[src/rtl/fixed_point_multiplication2.sv]
// Sequential unsigned Q(WIDTH-FRAC).FRAC shift-and-add multiplier, one partial product per clock.
// Define FXMUL_ROUND_EN for round-to-nearest (ties up); otherwise the product is truncated.
module fixed_point_multiplication2 #(
    parameter int WIDTH = 10,
    parameter int FRAC  = 4
) (
    input  logic             clk,
    input  logic             rst,
    input  logic             ld_a,
    input  logic             ld_b,
    input  logic [WIDTH-1:0] A,
    input  logic [WIDTH-1:0] B,
    input  logic             start,
    output logic [WIDTH-1:0] P,
    output logic             ov,
    output logic             busy,
    output logic             done
);
    localparam int CNT_W = $clog2(WIDTH + 1);

    typedef enum logic [1:0] {S_IDLE, S_CALC, S_DONE} state_t;

    state_t             r_state, w_next_state;
    logic [WIDTH-1:0]   r_a, r_b;
    logic [WIDTH-1:0]   r_mcand, r_mplier;
    logic [WIDTH-1:0]   r_hi, r_lo;
    logic [CNT_W-1:0]   r_cnt;
    logic [WIDTH-1:0]   r_p;
    logic               r_ov, r_done;

    logic [WIDTH:0]     w_sum;
    logic [2*WIDTH-1:0] w_shifted;
    logic [WIDTH-1:0]   w_p;
    logic               w_ov;
    logic               w_last;

    assign w_sum     = {1'b0, r_hi} + (r_mplier[0] ? {1'b0, r_mcand} : '0);
    // Shifting the whole product keeps the discarded fraction bits out of the datapath.
    assign w_shifted = {r_hi, r_lo} >> FRAC;
    assign w_last    = (r_cnt == CNT_W'(WIDTH - 1));

`ifdef FXMUL_ROUND_EN
    logic           w_rnd;
    logic [WIDTH:0] w_rsum;
    if (FRAC > 0) begin : g_rnd
        assign w_rnd = r_lo[FRAC-1];
    end else begin : g_nornd
        assign w_rnd = 1'b0;
    end
    assign w_rsum = {1'b0, w_shifted[WIDTH-1:0]} + (WIDTH+1)'(w_rnd);
    assign w_p    = w_rsum[WIDTH-1:0];
    assign w_ov   = (|w_shifted[2*WIDTH-1:WIDTH]) | w_rsum[WIDTH];
`else
    assign w_p    = w_shifted[WIDTH-1:0];
    assign w_ov   = |w_shifted[2*WIDTH-1:WIDTH];
`endif

    always_comb begin
        w_next_state = r_state;
        case (r_state)
            S_IDLE:  if (start) w_next_state = S_CALC;
            S_CALC:  if (w_last) w_next_state = S_DONE;
            S_DONE:  w_next_state = S_IDLE;
            default: w_next_state = S_IDLE;
        endcase
    end

    always_ff @(posedge clk or negedge rst) begin
        if (!rst) begin
            r_state <= S_IDLE;
        end else begin
            r_state <= w_next_state;
        end
    end

    always_ff @(posedge clk or negedge rst) begin
        if (!rst) begin
            r_a      <= '0;
            r_b      <= '0;
            r_mcand  <= '0;
            r_mplier <= '0;
            r_hi     <= '0;
            r_lo     <= '0;
            r_cnt    <= '0;
            r_p      <= '0;
            r_ov     <= 1'b0;
            r_done   <= 1'b0;
        end else begin
            r_done <= 1'b0;
            if (ld_a) r_a <= A;
            if (ld_b) r_b <= B;
            case (r_state)
                S_IDLE: begin
                    if (start) begin
                        r_mcand  <= r_a;
                        r_mplier <= r_b;
                        r_hi     <= '0;
                        r_lo     <= '0;
                        r_cnt    <= '0;
                    end
                end
                S_CALC: begin
                    r_hi     <= w_sum[WIDTH:1];
                    r_lo     <= {w_sum[0], r_lo[WIDTH-1:1]};
                    r_mplier <= {1'b0, r_mplier[WIDTH-1:1]};
                    r_cnt    <= r_cnt + 1'b1;
                end
                S_DONE: begin
                    r_p    <= w_p;
                    r_ov   <= w_ov;
                    r_done <= 1'b1;
                end
                default: ;
            endcase
        end
    end

    assign P    = r_p;
    assign ov   = r_ov;
    assign done = r_done;
    assign busy = (r_state != S_IDLE);

endmodule

[config.mk]
export PLATFORM = sky130hd
export DESIGN_NAME = fixed_point_multiplication2
export DESIGN_NICKNAME = d
export VERILOG_FILES = /design/src/rtl/fixed_point_multiplication2.sv
export SDC_FILE = /design/constraint.sdc
export NUM_CORES = 1
export LEC_CHECK = 0
export BUFFER_PORTS_ARGS = -buffer_cell sky130_fd_sc_hd__buf_2
export CAP_MARGIN = 30
export CORE_ASPECT_RATIO = 1.2
export CORE_MARGIN = 3
export CORE_UTILIZATION = 35
export CTS_CLUSTER_DIAMETER = 50
export CTS_CLUSTER_SIZE = 25
export DETAILED_ROUTE_END_ITERATION = 8
export GPL_ROUTABILITY_DRIVEN = 0
export HOLD_SLACK_MARGIN = 0.02
export SYNTH_ARGS = -nofsm -noshare
export SYNTH_HDL_FRONTEND = slang
export SYNTH_SLANG_ARGS = --single-unit
[constraint.sdc]
create_clock -name clk -period 2.4 [get_ports clk]
set_input_delay 0.36 -clock clk [delete_from_list [all_inputs] [get_ports clk]]
set_output_delay 0.36 -clock clk [all_outputs]
set_load 0.03 [all_outputs]
==> results of run 1 <==
==> cells in the mapped netlist, types with 2 or more instances <==
master | count | area, um^2
buf_2 | 5 | 25.0
a21oi_2 | 2 | 17.5
and2_1 | 12 | 75.1
nand2_1 | 75 | 282
a21oi_1 | 6 | 30.0
nor2_1 | 2 | 7.51
xor2_1 | 3 | 26.3
nor3_1 | 2 | 10.0
xnor2_1 | 4 | 35.0
dfrtp_1 | 74 | 1850
o211ai_1 | 2 | 15.0
mux2_2 | 30 | 338
nand2b_1 | 2 | 12.5
nand4_1 | 2 | 12.5
inv_1 | 4 | 15.0
clkbuf_1 | 10 | 37.5
nand3_1 | 12 | 60.1
a22oi_1 | 9 | 67.6
o21ai_0 | 20 | 100
ha_1 | 12 | 150
o21ai_1 | 3 | 15.0
==> per-stage QoR <==
| stage | instances | power (W) | cell area (um^2) | utilization, % |
|---|---|---|---|---|
| floorplan | 303 | 0.00317 | 3300 | - |
| global placement | 449 | 0.00358 | 3620 | 39.7 |
| detailed placement | 449 | 0.00363 | 3620 | 39.7 |
| CTS | 465 | 0.00451 | 3800 | 41.6 |
| global route | 465 | 0.00482 | 3800 | 41.6 |
| finish | 465 | 0.00444 | 3800 | 41.6 |
==> cells by family (layout without fill, tap and decap cells) <==
family | count (synthesis) | in the layout | synth area share (%)
AO/OA/AOI/OAI | 50 | 50 | 9.81
XOR/XNOR | 7 | 7 | 1.86
adder cells (fa/ha/maj) | 13 | 13 | 5.15
buffers and inverters | 19 | 61 | 2.35
flip-flops | 74 | 74 | 56.1
multiplexers | 30 | 30 | 10.2
AND/OR/NAND/NOR | 110 | 110 | 14.5
==> worst max-delay path, cell delays in order (launching register included) <==
cell	delay (ns)
dfrtp_1	0.40
and2_1	0.15
ha_1	0.20
fa_1	0.42
a21oi_1	0.21
o211ai_1	0.11
a221o_1	0.34
xnor2_1	0.14
o21ai_1	0.07
==> per-layer routing <==
layer / GRT usage (%) / up-vias / wire length, um
li1: - / 1111 / -
met1: 16.3 / 1064 / 2820
met4: 5.20 / 0 / 109
met3: 3.28 / 8 / 193
met5: 0 / - / 0
met2: 19.9 / 28 / 2810
==> cell type report <==
class | instances | area [um^2]
Fill cell | 911 | 5330
Sequential cell | 74 | 1850
Multi-Input combinational cell | 210 | 1370
Timing Repair Buffer | 41 | 230
Tap cell | 120 | 150
Clock buffer | 9 | 124
Clock inverter | 7 | 53.8
Inverter | 4 | 15.0
==> worst paths after layout <==
check                                  end  slack, ns  cells past startpoint
worst max register to register     r_hi[7]       0.22                      8
worst max-delay path               r_hi[7]       0.22                      8
worst min-delay path                r_b[3]       0.01                      2
worst min register to register  r_mcand[7]       0.47                      2
min in group clk                    r_a[4]       0.23                      2
max in group asynchronous          r_hi[2]       2.08                      2
==> registers in the layout, indices dropped and copies added, names as in the netlist <==
name,cells
P,10
r_a,10
r_b,10
r_hi,10
r_mcand,10
r_mplier,10
r_lo,6
r_cnt,4
r_state,2
done,1
ov,1
==> power breakdown <==
part	total (W)	switching (W)	internal (W)
logic	0.00164	0.000997	0.000645
registers	0.00193	0.000258	0.00167
clock network	0.000863	0.000480	0.000383
==> results_dict.tcl, run 1 <==
set metrics [dict create \
    synth_edf_count 0 \
    cts_buffers 9 \
    fin_crit_ns 2.18 \
    skew_ns 0.0118 \
    avgSynthCellArea_um2 10.9 \
    htreeDepth 3 \
    start_util_pct 36.2 \
    first_iter_violations 110 \
    core_um2 9130 \
    drc 0 \
    grt_pass1_vias 2315 \
    relSlewSlack_pct 38.4 \
    cap_viol_max_count 0 \
    grt_use_total_pct 12.6 \
    r2r_start "r_mplier[0]" \
    p_leak_nw 1.82 \
    layout_commonest_cell "nand2_1" \
    areaGrowthSynthToFinish_pct 15.0 \
    clockBufferDepth 2 \
    fmax_mhz 458 \
    die-height_um 112 \
    yosysUniqueCellTypes 33 \
    vdd_drop_max_mv 0.336 \
    post_cts_buffers 0 \
    route.vias.total 2211 \
    grt_overflow_total 0 \
    fin_setup_tns_ns 0 \
    hold_viol 0 \
    ys.flop_type "dfrtp_1" \
    clock_latency_ns 0.35 \
    wirelength_um 5930 \
    nets 378 \
    hpwl_um 4150 \
    syn_area_um2 3300 \
    grt_pass1_wl_um 10600 \
    outcome "finished, final reports clean" \
    antenna_found_initial 0 \
    rows 38 \
    setup_viol 0 \
    required_ns 2.60 \
    hp-class "input port to asynchronous set/reset pin" \
    wl_per_cell_um 12.8 \
    endpoint_kind "flip-flop" \
    cts.hold.buffers_added 0 \
    critPathLaunchType "flip-flop" \
    path_clk_slew_ns 0.09 \
    grt_max_degree 75 \
    syn_nets 341 \
    antenna_left 0 \
    cp_max_fo 4 \
    timing.hold.ws_ns 0.0101 \
    clock-sinks 74 \
    postCtsResizedCells 0 \
    layout_setup_ws_ns 0.215 \
    synth_seq_area_share_pct 56.1 \
    async_flop_share_pct 100 \
    viasPerCell 4.75 \
    pin_count 38 \
    rsz0062_at_grt "no" \
    die_area_um2 10600 \
    final_cell_mix "75 x nand2_1, 74 x dfrtp_1, 36 x buf_2, 30 x mux2_2, 20 x o21ai_0" \
    fin_crit_sh_pct 91.0 \
    tightest_slew_ns 0.921 \
    yosys_warnings 0 \
    dp_slack_ns 0.214 \
    layout-drive-gt1-share_pct 26.7 \
    crit_start "r_mplier[0]" \
    synth_seq_cells 74 \
    io_buffers 37 \
    crit_type "flip-flop to flip-flop" \
    die_w_um 94.7 \
    drv_slew 0 \
    cts_root_buffer "clkbuf_8" \
    tritoncts "built" \
    netlist_instances 303 \
    first_pass_iters 4 \
    antenna_cells 0 \
    p_per_area_nw_per_um2 1170 \
    arrival_ns 2.39 \
]
No activity file was read; power rests on OpenSTA's default activity.
==> inputs of run 2 (changes only) <==
- RECOVER_POWER: unset -> 50
- TNS_END_PERCENT: unset -> 1
==> results_dict.tcl, run 2 (same netlist as run 1, synthesis figures left out) <==
set metrics [dict create \
    rows 38 \
    fmax_mhz 458 \
    skew_ns 0.0118 \
    gr-usage-met3_pct 3.28 \
    cp_max_fo 4 \
    tightest_slew_ns 1.74 \
    outcome "finished, violations left" \
    critPathLaunchType "flip-flop" \
    timing.hold.ws_ns 0.234 \
    core_um2 9130 \
    cts_root_buffer "clkbuf_8" \
    crit_end "r_hi[7]" \
    vdd_drop_max_mv 0.335 \
    antenna_cells 0 \
    rsz0062_at_grt "no" \
    antenna_left 0 \
    p_leak_nw 1.81 \
    post_cts_buffers 0 \
    r2r_cells 8 \
    fin_crit_ns 2.18 \
    r2r_start "r_mplier[0]" \
    grt_pass1_vias 2315 \
    tritoncts "built" \
    areaGrowthSynthToFinish_pct 14.6 \
    cap_viol_max_count 1 \
    endpoint_kind "flip-flop" \
    internal_power_w 0.00270 \
    first_pass_iters 4 \
    arrival_ns 2.39 \
    crit_type "flip-flop to flip-flop" \
    cts_buffers 9 \
    start_util_pct 36.2 \
    cts.hold.buffers_added 0 \
    path_clk_slew_ns 0.09 \
    pwr-share-comb_pct 36.9 \
    relSlewSlack_pct -16.2 \
    grt_overflow_total 0 \
    crit_start "r_mplier[0]" \
    grt_pass1_wl_um 10600 \
    fin_setup_tns_ns 0 \
    wirelength_um 5930 \
    final_cells 465 \
    globalRouteMet1Util_pct 16.3 \
    reg2reg_to "r_hi[7]" \
    r2r_slack_ns 0.22 \
    wl_per_cell_um 12.8 \
    required_ns 2.60 \
    dp_cells 449 \
    netSwitchingFraction_pct 39.1 \
    layout-drive-gt1-share_pct 26.7 \
    final_area_um2 3780 \
    layout_commonest_cell "nand2_1" \
    clock-sinks 74 \
    first_iter_violations 98 \
    clock_latency_ns 0.35 \
    die_area_um2 10600 \
    setup_viol 0 \
    p_switching_w 0.00174 \
    route.vias.total 2209 \
    hp-class "input port to flip-flop" \
    die_w_um 94.7 \
    met2_usage_pct 19.9 \
    die-height_um 112 \
    nets 378 \
    hpwl_um 4150 \
    final_cell_mix "75 x nand2_1, 74 x dfrtp_1, 36 x buf_2, 30 x mux2_2, 20 x o21ai_0" \
    power_frac_clock_pct 19.5 \
    busiest_layer "met2" \
    grt_max_degree 75 \
    drv_slew 75 \
    io_buffers 37 \
    seq_power_share_pct 43.6 \
    htreeDepth 3 \
    postCtsResizedCells 0 \
    viasPerCell 4.75 \
    fin_crit_sh_pct 91.0 \
    hold_viol 0 \
    dpl_cell_area_um2 3620 \
    grt_use_total_pct 12.6 \
    antenna_found_initial 0 \
    drc 0 \
    pin_count 38 \
    violations "max-capacitance violations, max-slew violations" \
    p_per_area_nw_per_um2 1170 \
    p_total_w 0.00443 \
    clockBufferDepth 2 \
]
[run 2: cell count changes in the layout (fill, tap and decap cells not counted)]
cell and change:
buf_12 -1, clkbuf_4 +1, buf_4 -1, clkbuf_2 +1
[run 2: worst min path at each step]
stage	start	end	slack, ns	depth (start not counted)
3_5_place_dp	rst	r_b[3]	0.41	2
4_1_cts	rst	r_b[6]	0.02	2
5_1_grt	A[3]	r_a[3]	0.22	2
3_3_place_gp	rst	r_b[3]	0.41	2
6_report	A[4]	r_a[4]	0.23	2
2_1_floorplan	rst	P[0]	0.06	0
[run 2: cell type report]
cell class / count / area [um^2]
Clock buffer: 9 / 124
Clock inverter: 7 / 53.8
Fill cell: 912 / 5350
Inverter: 4 / 15.0
Multi-Input combinational cell: 210 / 1370
Sequential cell: 74 / 1850
Tap cell: 120 / 150
Timing Repair Buffer: 41 / 215
[run 2: power by group through the flow]
stage / clock network [W] / registers, W / logic, W
after floorplan: 0 / 0.00206 / 0.00111
after detailed placement: 0 / 0.00196 / 0.00167
after global placement: 0 / 0.00195 / 0.00163
final: 0.000865 / 0.00193 / 0.00164
after global routing: 0.000947 / 0.00200 / 0.00187
after CTS: 0.000897 / 0.00194 / 0.00167
[run 2: worst max-delay path, stage by stage (launching register included)]
cell      delay [ns]
dfrtp_1         0.40
and2_1          0.15
ha_1            0.20
fa_1            0.42
a21oi_1         0.21
o211ai_1        0.11
a221o_1         0.34
xnor2_1         0.14
o21ai_1         0.07
[run 2: routing by layer]
| layer | vias to the layer above | share of wire [%] |
|---|---|---|
| met5 | - | 0 |
| met4 | 0 | 1.8 |
| met3 | 8 | 3.3 |
| met2 | 28 | 47 |
| met1 | 1062 | 48 |
| li1 | 1111 | - |
[run 2: metrics by stage]
| stage | setup WS (ns) | util, % |
|---|---|---|
| 2_1_floorplan | 0.242 | - |
| 3_3_place_gp | 0.249 | 39.7 |
| 3_5_place_dp | 0.214 | 39.7 |
| 4_1_cts | 0.206 | 41.6 |
| 5_1_grt | 0.105 | 41.4 |
| 6_report | 0.216 | 41.4 |
